## src/rtl/calc_sequencer.sv

```systemverilog
// Keypad sequencer for the calculadora datapath: builds decimal operands and the operator
// from key strobes, runs the datapath for a fixed settle time, then captures and flags the result.
//
// state     | meaning
// ----------+---------------------------------------------------------
// S_ENTER_A | collecting digits of operand A (reset state)
// S_ENTER_B | operator latched, collecting digits of operand B
// S_EXEC    | datapath out of reset, settle timer counting down
// S_SHOW    | result captured and displayed; chaining allowed
// S_ERROR   | divide-by-zero detected, only clear leaves
module calc_sequencer #(
  parameter int MAX_DIGITS = 5,
  parameter int SETTLE     = 2
) (
  input  logic        clk,
  input  logic        rst,
  input  logic        key_valid,
  input  logic [3:0]  key_code,
  input  logic [26:0] dp_s,
  output logic [17:0] dp_a,
  output logic [17:0] dp_b,
  output logic [1:0]  dp_op,
  output logic        dp_rst,
  output logic [26:0] result,
  output logic        result_valid,
  output logic        busy,
  output logic        neg,
  output logic        err,
  output logic [26:0] disp_val
);

  localparam logic [2:0] S_ENTER_A = 3'd0;
  localparam logic [2:0] S_ENTER_B = 3'd1;
  localparam logic [2:0] S_EXEC    = 3'd2;
  localparam logic [2:0] S_SHOW    = 3'd3;
  localparam logic [2:0] S_ERROR   = 3'd4;

  localparam int DW = $clog2(MAX_DIGITS + 1);
  localparam int TW = $clog2(SETTLE) + 1;

  localparam logic [1:0] OP_SUB = 2'd1;
  localparam logic [1:0] OP_MUL = 2'd2;
  localparam logic [1:0] OP_DIV = 2'd3;

  logic [2:0]    state, state_n;
  logic [17:0]   a_n, b_n;
  logic [1:0]    op_n;
  logic [DW-1:0] cnt_a, cnt_a_n, cnt_b, cnt_b_n;
  logic [TW-1:0] tmr, tmr_n;
  logic [26:0]   result_n, disp_n;
  logic          rv_n, neg_n, err_n;

  logic        is_digit, is_op, is_eq, is_clr;
  logic [17:0] digit;
  logic [1:0]  key_op;

  assign is_digit = key_code < 4'd10;
  assign is_op    = (key_code >= 4'd10) && (key_code <= 4'd13);
  assign is_eq    = key_code == 4'd14;
  assign is_clr   = key_code == 4'd15;
  assign digit    = {14'd0, key_code};
  assign key_op   = 2'(key_code - 4'd10);

  assign busy   = state == S_EXEC;
  assign dp_rst = state != S_EXEC;

  always_comb begin
    state_n  = state;
    a_n      = dp_a;
    b_n      = dp_b;
    op_n     = dp_op;
    cnt_a_n  = cnt_a;
    cnt_b_n  = cnt_b;
    tmr_n    = tmr;
    result_n = result;
    rv_n     = 1'b0;
    neg_n    = neg;
    err_n    = err;

    if (key_valid && is_clr) begin
      state_n  = S_ENTER_A;
      a_n      = '0;
      b_n      = '0;
      op_n     = '0;
      cnt_a_n  = '0;
      cnt_b_n  = '0;
      tmr_n    = '0;
      result_n = '0;
      neg_n    = 1'b0;
      err_n    = 1'b0;
    end else begin
      case (state)
        S_ENTER_A: if (key_valid) begin
          if (is_digit && cnt_a != DW'(MAX_DIGITS)) begin
            a_n     = dp_a * 18'd10 + digit;
            cnt_a_n = cnt_a + DW'(1);
          end else if (is_op) begin
            op_n    = key_op;
            b_n     = '0;
            cnt_b_n = '0;
            state_n = S_ENTER_B;
          end
        end
        S_ENTER_B: if (key_valid) begin
          if (is_digit && cnt_b != DW'(MAX_DIGITS)) begin
            b_n     = dp_b * 18'd10 + digit;
            cnt_b_n = cnt_b + DW'(1);
          end else if (is_op && cnt_b == '0) begin
            op_n = key_op;
          end else if (is_eq && cnt_b != '0) begin
            if (dp_op == OP_DIV && dp_b == '0) begin
              state_n = S_ERROR;
              err_n   = 1'b1;
            end else begin
              state_n = S_EXEC;
              tmr_n   = TW'(SETTLE - 1);
            end
          end
        end
        S_EXEC: begin
          if (tmr == '0) begin
            result_n = dp_s;
            rv_n     = 1'b1;
            neg_n    = (dp_op == OP_SUB) && (dp_a < dp_b);
            err_n    = (dp_op == OP_MUL) && (dp_s == '0) && (dp_a != '0) && (dp_b != '0);
            state_n  = S_SHOW;
          end else begin
            tmr_n = tmr - TW'(1);
          end
        end
        S_SHOW: if (key_valid) begin
          if (is_digit) begin
            a_n     = digit;
            cnt_a_n = DW'(1);
            b_n     = '0;
            cnt_b_n = '0;
            state_n = S_ENTER_A;
          end else if (is_op && result <= 27'd99999 && !neg && !err) begin
            a_n     = result[17:0];
            cnt_a_n = '0;
            b_n     = '0;
            cnt_b_n = '0;
            op_n    = key_op;
            state_n = S_ENTER_B;
          end
        end
        S_ERROR: ;
        default: state_n = S_ENTER_A;
      endcase
    end
  end

  // Display follows the next-state values so it stays a plain register.
  always_comb begin
    disp_n = disp_val;
    case (state_n)
      S_ENTER_A: disp_n = 27'(a_n);
      S_ENTER_B: disp_n = (cnt_b_n != '0) ? 27'(b_n) : 27'(a_n);
      S_SHOW:    disp_n = result_n;
      S_ERROR:   disp_n = '0;
      default:   disp_n = disp_val;
    endcase
  end

  always_ff @(posedge clk) begin
    if (rst) begin
      state        <= S_ENTER_A;
      dp_a         <= '0;
      dp_b         <= '0;
      dp_op        <= '0;
      cnt_a        <= '0;
      cnt_b        <= '0;
      tmr          <= '0;
      result       <= '0;
      result_valid <= 1'b0;
      neg          <= 1'b0;
      err          <= 1'b0;
      disp_val     <= '0;
    end else begin
      state        <= state_n;
      dp_a         <= a_n;
      dp_b         <= b_n;
      dp_op        <= op_n;
      cnt_a        <= cnt_a_n;
      cnt_b        <= cnt_b_n;
      tmr          <= tmr_n;
      result       <= result_n;
      result_valid <= rv_n;
      neg          <= neg_n;
      err          <= err_n;
      disp_val     <= disp_n;
    end
  end

endmodule
```

## config.mk

```make
export PLATFORM = sky130hd
export DESIGN_NAME = calc_sequencer
export DESIGN_NICKNAME = d
export VERILOG_FILES = /design/src/rtl/calc_sequencer.sv
export SDC_FILE = /design/constraint.sdc
export NUM_CORES = 1
export LEC_CHECK = 0
export CORE_MARGIN = 1
export CORE_UTILIZATION = 28
export CTS_BUF_LIST = sky130_fd_sc_hd__clkbuf_2 sky130_fd_sc_hd__clkbuf_4 sky130_fd_sc_hd__clkbuf_8
export DETAILED_ROUTE_END_ITERATION = 10
export MAX_ROUTING_LAYER = met4
export SYNTH_ARGS = -nofsm -noshare
export SYNTH_HDL_FRONTEND = slang
export SYNTH_SLANG_ARGS = --single-unit
```

## constraint.sdc

```tcl
create_clock -name clk -period 4.9 [get_ports clk]
set_input_delay 0.98 -clock clk [delete_from_list [all_inputs] [get_ports clk]]
set_output_delay 0.98 -clock clk [all_outputs]
set_load 0.01 [all_outputs]
```

==> out/results.ini, run 1 <==
[place]
hpwlAfterDp_mm = 23.84
dp_cells = 1501
portBuffers = 130
post-place-ws_ns = 0.5590
place_congestion = 0.9513

[route]
vias_per_cell = 5.488
drcViolationCount = 0
wl_per_cell_microns = 20.06
drt_wl_total_mm = 30.44
dr.pass1.iters = 6
drt_iter0_drc = 852
num_vias = 8326
ant_nets = 0

[synthesis]
synth_async_sr_flop_share = 0
ys_seq_area_frac = 0.2616
ys_types = 78
synthesis.nets = 1133
synthCells = 1012
synth_ff_type = dfxtp_1
syn_avg_cell_area_sq_um = 8.015
ys_seq_elements = 106
yosysWarnings = 0
syn-cell-area_sq_um = 8112
synth-edff-count = 0

[clock_network]
cts_buffers = 9
root_buffer = clkbuf_8
cts_sinks = 106
cts_buffer_depth = 2
clk_pin_slew_ns = 0.11
h-tree-depth = 3
cts_tree = built
cts_resized = 0
cts_hold_buf = 0
worstSkewPairLatency_ns = 0.40
cts_setup_buffers = 0

[worst_setup_path]
critical_path.top_delay_family = compound AO/OA/AOI/OAI gates
r2r_end = disp_val[13]
startpoint_type = flop
reg2regPathDepth = 11
crit_cells = 11
r2r_slack_ns = 0.92
critPathBufInv = 0
crit_required_ns = 5.20
slowest_stage = dfxtp_1
worstPathArrival_ns = 4.28
max_stage_delay_ns = 0.62
path_class = flop to flop
r2r-start = dp_a[2]
path_max_fanout = 7
cp-end-kind = flop
path_common_cell = ha_1
cp_cell_sequence = ha_1 -> ha_1 -> a211oi_1 -> nor2_1 -> o311ai_1 -> nand4_1 -> nor4_2 -> xor2_1 -> a222oi_1 -> a31oi_1 -> and3_1

[finish]
final_util = 0.3584
layout_common_cells = clkdlybuf4s50_1 (129), nor2_1 (128), dfxtp_1 (106)
multi_input_area_sq_um = 5643
register_area_sq_um = 2122
stdcell_count = 1517
drive_above_1_share = 0.06234
area_growth_pct = 24.45
n_fill_cell = 2934
final_common_cell = clkdlybuf4s50_1
n_antenna_cell = 0
final_nets = 1255

[power_and_ir_drop]
vdd_drop_max_uv = 150.1
pwr-share-comb = 0.198
power.share.switching = 0.3117
clockPowerShare = 0.311
intPower_mw = 1.277
powerDensity_nw_per_um2 = 183.8
seqPwrFrac = 0.491
p_leak_nw = 3.920
power.switching_uw = 578.2

[global_route]
grt.total_usage = 0.2116
use_met3 = 0.03159
grt_pass1_vias = 7774
grt-ovfl-total = 0
antenna_found_initial = 0
grt_use_met1 = 0.2814
grt_pass1_wl_mm = 45.70
grt_max_degree = 44
grtUsageMet2 = 0.3252
top_usage_layer = met2

[min_path]
min_to = tmr[0]
min_from = tmr[0]
hold_class = flop to flop
hold_depth = 1

[floorplan]
start_util = 0.2880
ioPinCount = 131
rows = 61
coreArea_sq_um = 28160
chipHeight_microns = 172.2
die_w_microns = 172.2
dieArea_sq_um = 29650

[timing]
fin_crit_ns = 3.976
fin_skew_ns = 0.01297
slew_headroom = 0.3570
whs_ns = 0.4869
rsz0062_at_grt = false
setup_ws_ns = 0.9244
finalSetupViolations = 0
tightestPinTransition_ns = 0.9556
drv_slew = 0
finalHoldViolations = 0
tns_ns = 0
fin_crit_sh = 0.8113
max_freq_mhz = 251.5

[status]
outcome = finished, final reports clean

[run]
cap_violations = 0

-- through the flow --
step / total power, mW / area, sq um
floorplan: 1.134 / 8112
global placement: 1.288 / 9898
detailed placement: 1.289 / 9898
CTS: 1.857 / 10090
global route: 1.934 / 10090
finish: 1.855 / 10090
-- logic make-up (layout without fill, tap and decap cells) --
logic type / Yosys count / in the layout / synth area share
xor gates and xnor gates: 41 / 41 / 0.04519
and+or+nand+nor: 389 / 389 / 0.2392
muxes: 27 / 27 / 0.03332
AOI/OAI and AO/OA: 272 / 272 / 0.2374
DFF: 106 / 106 / 0.2616
adders and majority gates: 87 / 87 / 0.1379
buffers and inverters: 90 / 217 / 0.04535
-- area by class of cell --
class	instances	area share
clock buffer	10	0.01301
clock inverter	6	0.006445
inverter	45	0.01673
tap	378	0.04685
sequential	106	0.2102
timing repair buffer	156	0.1477
multi-input combinational	816	0.5590
-- worst reg2reg max path, stage by stage (launching register included) --
cell	delay [ns]
dfxtp_1	0.62
ha_1	0.34
ha_1	0.32
a211oi_1	0.31
nor2_1	0.16
o311ai_1	0.56
nand4_1	0.24
nor4_2	0.46
xor2_1	0.13
a222oi_1	0.45
a31oi_1	0.14
and3_1	0.16
-- sequential cells by signal, summed over array words and instances, names as in the netlist --
signal,flops
dp_op,2
cnt_b,3
result_valid,1
err,1
dp_a,18
state,3
result,27
disp_val,27
tmr,2
dp_b,18
neg,1
cnt_a,3
-- power groups by stage --
stage          sequential [mW]  combinational [mW]  clock, mW
2_1_floorplan            0.920               0.213          0
3_3_place_gp             0.930               0.358          0
3_5_place_dp             0.930               0.359          0
4_1_cts                  0.911               0.361      0.585
5_1_grt                  0.914               0.401      0.620
6_report                 0.911               0.367      0.577
-- cells in the mapped netlist, types with 6 or more instances --
cell type | count | share of area
xnor2_1 | 24 | 0.026
nor2_1 | 128 | 0.059
and3_1 | 10 | 0.0077
a21o_1 | 20 | 0.019
xor2_1 | 16 | 0.017
nand2_1 | 71 | 0.033
clkbuf_1 | 29 | 0.013
nor3_1 | 27 | 0.017
o21a_1 | 8 | 0.0074
nand3b_1 | 6 | 0.0056
nand3_1 | 25 | 0.015
or4_1 | 6 | 0.0056
and2_1 | 13 | 0.010
o21ai_0 | 43 | 0.027
a22oi_1 | 13 | 0.012
ha_1 | 83 | 0.13
inv_1 | 45 | 0.021
a221oi_1 | 6 | 0.0065
a211oi_1 | 18 | 0.017
buf_1 | 7 | 0.0032
or2_2 | 7 | 0.0054
o22ai_1 | 6 | 0.0046
nor3b_1 | 15 | 0.014
nor2b_1 | 13 | 0.010
o211ai_1 | 11 | 0.010
nand4_1 | 18 | 0.014
a222oi_1 | 8 | 0.0099
nor4_1 | 18 | 0.014
mux2i_1 | 27 | 0.033
dfxtp_1 | 106 | 0.26
a31oi_1 | 8 | 0.0062
nand2b_1 | 13 | 0.010
buf_2 | 6 | 0.0037
a21oi_1 | 65 | 0.040
-- worst max-delay path by stage --
stage / to / start
after global placement: disp_val[13] / key_code[2]
after global routing: disp_val[13] / key_code[2]
final: disp_val[13] / dp_a[2]
after floorplan: disp_val[17] / dp_b[1]
after detailed placement: disp_val[13] / key_code[2]
after CTS: disp_val[17] / dp_b[1]
-- routing by layer --
layer | routed length (microns) | share of wire | up-vias
met4 | 790 | 0.026 | 0
met1 | 13810 | 0.45 | 3980
met5 | 0 | 0 | -
met2 | 13820 | 0.45 | 307
met3 | 2014 | 0.066 | 51
li1 | - | - | 3988
No activity file was read; power rests on OpenSTA's default activity.
==> run 2, diff against run 1 <==
==> constraint.sdc (replaced) <==
create_clock -name clk -period 3.5 [get_ports clk]
set_input_delay 0.7 -clock clk [delete_from_list [all_inputs] [get_ports clk]]
set_output_delay 0.7 -clock clk [all_outputs]
set_load 0.01 [all_outputs]
==> run 2 against run 1 <==
  * Register-to-register slack got worse by 0.81 ns
  * Global-route usage increased by 1.1 points
  * Flip-flop and latch count unchanged
  * Non-clock buffer count increased by 151
  * Cell count increased by 10%
  * Routed wire length increased by 5.1%
  * Critical path depth increased by 1
  * Via count increased by 6.7%
  * Maximum frequency increased by 17%
  * Sequential share of layout area decreased by 2.4 points
==> out/results.ini, run 2 (synthesis results as in run 1) <==
[global_route]
grt.total_usage = 0.2229  ; +0.01131
grt_use_met1 = 0.2873  ; +0.005964
use_met3 = 0.04074  ; +0.009155
grt_pass1_wl_mm = 48.80  ; +6.8%
grt-ovfl-total = 0  ; unchanged
grtUsageMet2 = 0.3484  ; +0.02314
grt_max_degree = 44  ; unchanged
antenna_found_initial = 0  ; unchanged
top_usage_layer = met2
grt_pass1_vias = 8682  ; +12%

[finish]
largest_registers = disp_val: 27 flops, result: 27 flops
design_area_sq_um = 11490  ; +14%
n_antenna_cell = 0  ; unchanged
final_nets = 1406  ; +12%
layout_common_cells = buf_4 (177), clkdlybuf4s50_1 (129), nor2_1 (126)
stdcell_count = 1668  ; +10%
final_common_cell = buf_4
drive_above_1_share = 0.1984  ; +0.1361
area_growth_pct = 41.71

[worst_setup_path]
startpoint_type = flop
cp-end-kind = flop
path_max_fanout = 5  ; -2
worstPathArrival_ns = 3.71  ; -0.57 ns
path_class = flop to flop
path_common_cell = buf_4
crit_required_ns = 3.82  ; -1.38 ns
critPathBufInv = 2  ; +2
critical_path.top_delay_family = simple AND/OR/NAND/NOR gates
cp_cell_sequence = buf_4 -> ha_1 -> ha_4 -> o21a_1 -> a2111oi_4 -> buf_4 -> or4b_2 -> nand4_1 -> xor2_1 -> a222oi_1 -> a31oi_1 -> and3_1
slowest_stage = or4b_2
max_stage_delay_ns = 0.62  ; about the same

[clock_network]
worstSkewPairLatency_ns = 0.41  ; about the same
clk_pin_slew_ns = 0.13  ; +0.02 ns
cts_hold_buf = 0  ; unchanged
cts_buffer_depth = 2  ; unchanged
h-tree-depth = 3  ; unchanged
cts_tree = built
root_buffer = clkbuf_8
cts_buffers = 9  ; unchanged
cts_sinks = 106  ; unchanged

[timing]
rsz0062_at_grt = true
max_freq_mhz = 295.3  ; +17%
slew_headroom = 0.5023  ; +0.1453
fin_skew_ns = 0.02711  ; +0.01414 ns
drv_slew = 0  ; unchanged
finalSetupViolations = 0  ; unchanged
tightestPinTransition_ns = 0.7369  ; -0.2187 ns
finalHoldViolations = 0  ; unchanged
fin_crit_ns = 3.387  ; -0.5888 ns
fin_crit_sh = 0.9677  ; +0.1563

[min_path]
hold_class = flop to flop

[route]
drcViolationCount = 0  ; unchanged
drt_iter0_drc = 925  ; +8.6%
drt_wl_total_mm = 31.98  ; +5.1%
dr.pass1.iters = 5  ; -1
wl_per_cell_microns = 19.17  ; -4.5%
ant_nets = 0  ; unchanged
vias_per_cell = 5.324  ; -3.0%
num_vias = 8881  ; +6.7%

[place]
hpwlAfterDp_mm = 25.57  ; +7.3%
placed_cell_area_sq_um = 10970  ; +11%
place_congestion = 0.9517  ; about the same
portBuffers = 130  ; unchanged
dp_cells = 1644  ; +9.5%

[floorplan]
start_util = 0.2880  ; unchanged
die_w_microns = 172.2  ; unchanged
chipHeight_microns = 172.2  ; unchanged
dieArea_sq_um = 29650  ; unchanged
coreArea_sq_um = 28160  ; unchanged
ioPinCount = 131  ; unchanged
rows = 61  ; unchanged

[status]
outcome = finished, final reports clean

[power_and_ir_drop]
powerDensity_nw_per_um2 = 234.8  ; +28%
power_mw = 2.699  ; +46%
p_leak_nw = 4.675  ; +19%
vdd_drop_max_uv = 182.9  ; +22%

[run]
cap_violations = 0  ; unchanged

[run 2: area by class of cell]
cell class / count / area, sq um
Inverter: 45 / 168.9
Clock inverter: 7 / 70.07
Timing Repair Buffer: 307 / 2625
Tap cell: 378 / 473.0
Multi-Input combinational cell: 816 / 5898
Clock buffer: 9 / 123.9
Fill cell: 2870 / 16670
Sequential cell: 106 / 2136
[run 2: power by group]
group | leakage [nW] | switching (mW) | internal (mW) | total [mW]
Sequential | 0.860 | 0.0342 | 1.23 | 1.26
Combinational | 3.71 | 0.341 | 0.315 | 0.656
Clock | 0.100 | 0.500 | 0.279 | 0.779
Total | 4.67 | 0.875 | 1.82 | 2.70
[run 2: routing by layer]
metal | wire length (microns) | part of all wire
met1 | 14260 | 0.45
met2 | 14490 | 0.45
met3 | 2318 | 0.072
met4 | 901 | 0.028
met5 | 0 | 0
[run 2: worst reg2reg max path, stage by stage (launching register included)]
cell and delay (ns):
dfxtp_2 0.37, buf_4 0.16, ha_1 0.33, ha_4 0.30
o21a_1 0.21, a2111oi_4 0.11, buf_4 0.15, or4b_2 0.62
nand4_1 0.24, xor2_1 0.11, a222oi_1 0.43, a31oi_1 0.13
and3_1 0.17
[run 2: final timing paths]
| path | start | endpoint | slack (ns) | depth (start not counted) |
|---|---|---|---|---|
| min | tmr[0] | tmr[0] | 0.49 | 1 |
| max reg2reg | dp_a[4] | disp_val[13] | 0.11 | 12 |
| min reg2reg | tmr[0] | tmr[0] | 0.49 | 1 |
| max | dp_a[4] | disp_val[13] | 0.11 | 12 |
[run 2: metrics by stage]
stage | setup WS, ns | TNS (ns) | utilization | hold WS [ns]
floorplan | 0.02314 | 0 | - | 0.4430
global placement | -0.3053 | -2.542 | 0.3896 | 0.4583
detailed placement | -0.3437 | -3.348 | 0.3896 | 0.4681
CTS | 0.005157 | 0 | 0.3983 | 0.4913
global route | -0.02249 | -0.05951 | 0.4081 | 0.5118
finish | 0.1132 | 0 | 0.4081 | 0.4894
[run 2: repair_timing]
| item | 4_1_cts | 5_1_grt |
|---|---|---|
| resized for setup | 5 | 45 |
| pin swaps | 5 | 24 |
| setup buffers | 3 | 8 |
| endpoints found under the setup margin | 3 | 16 |
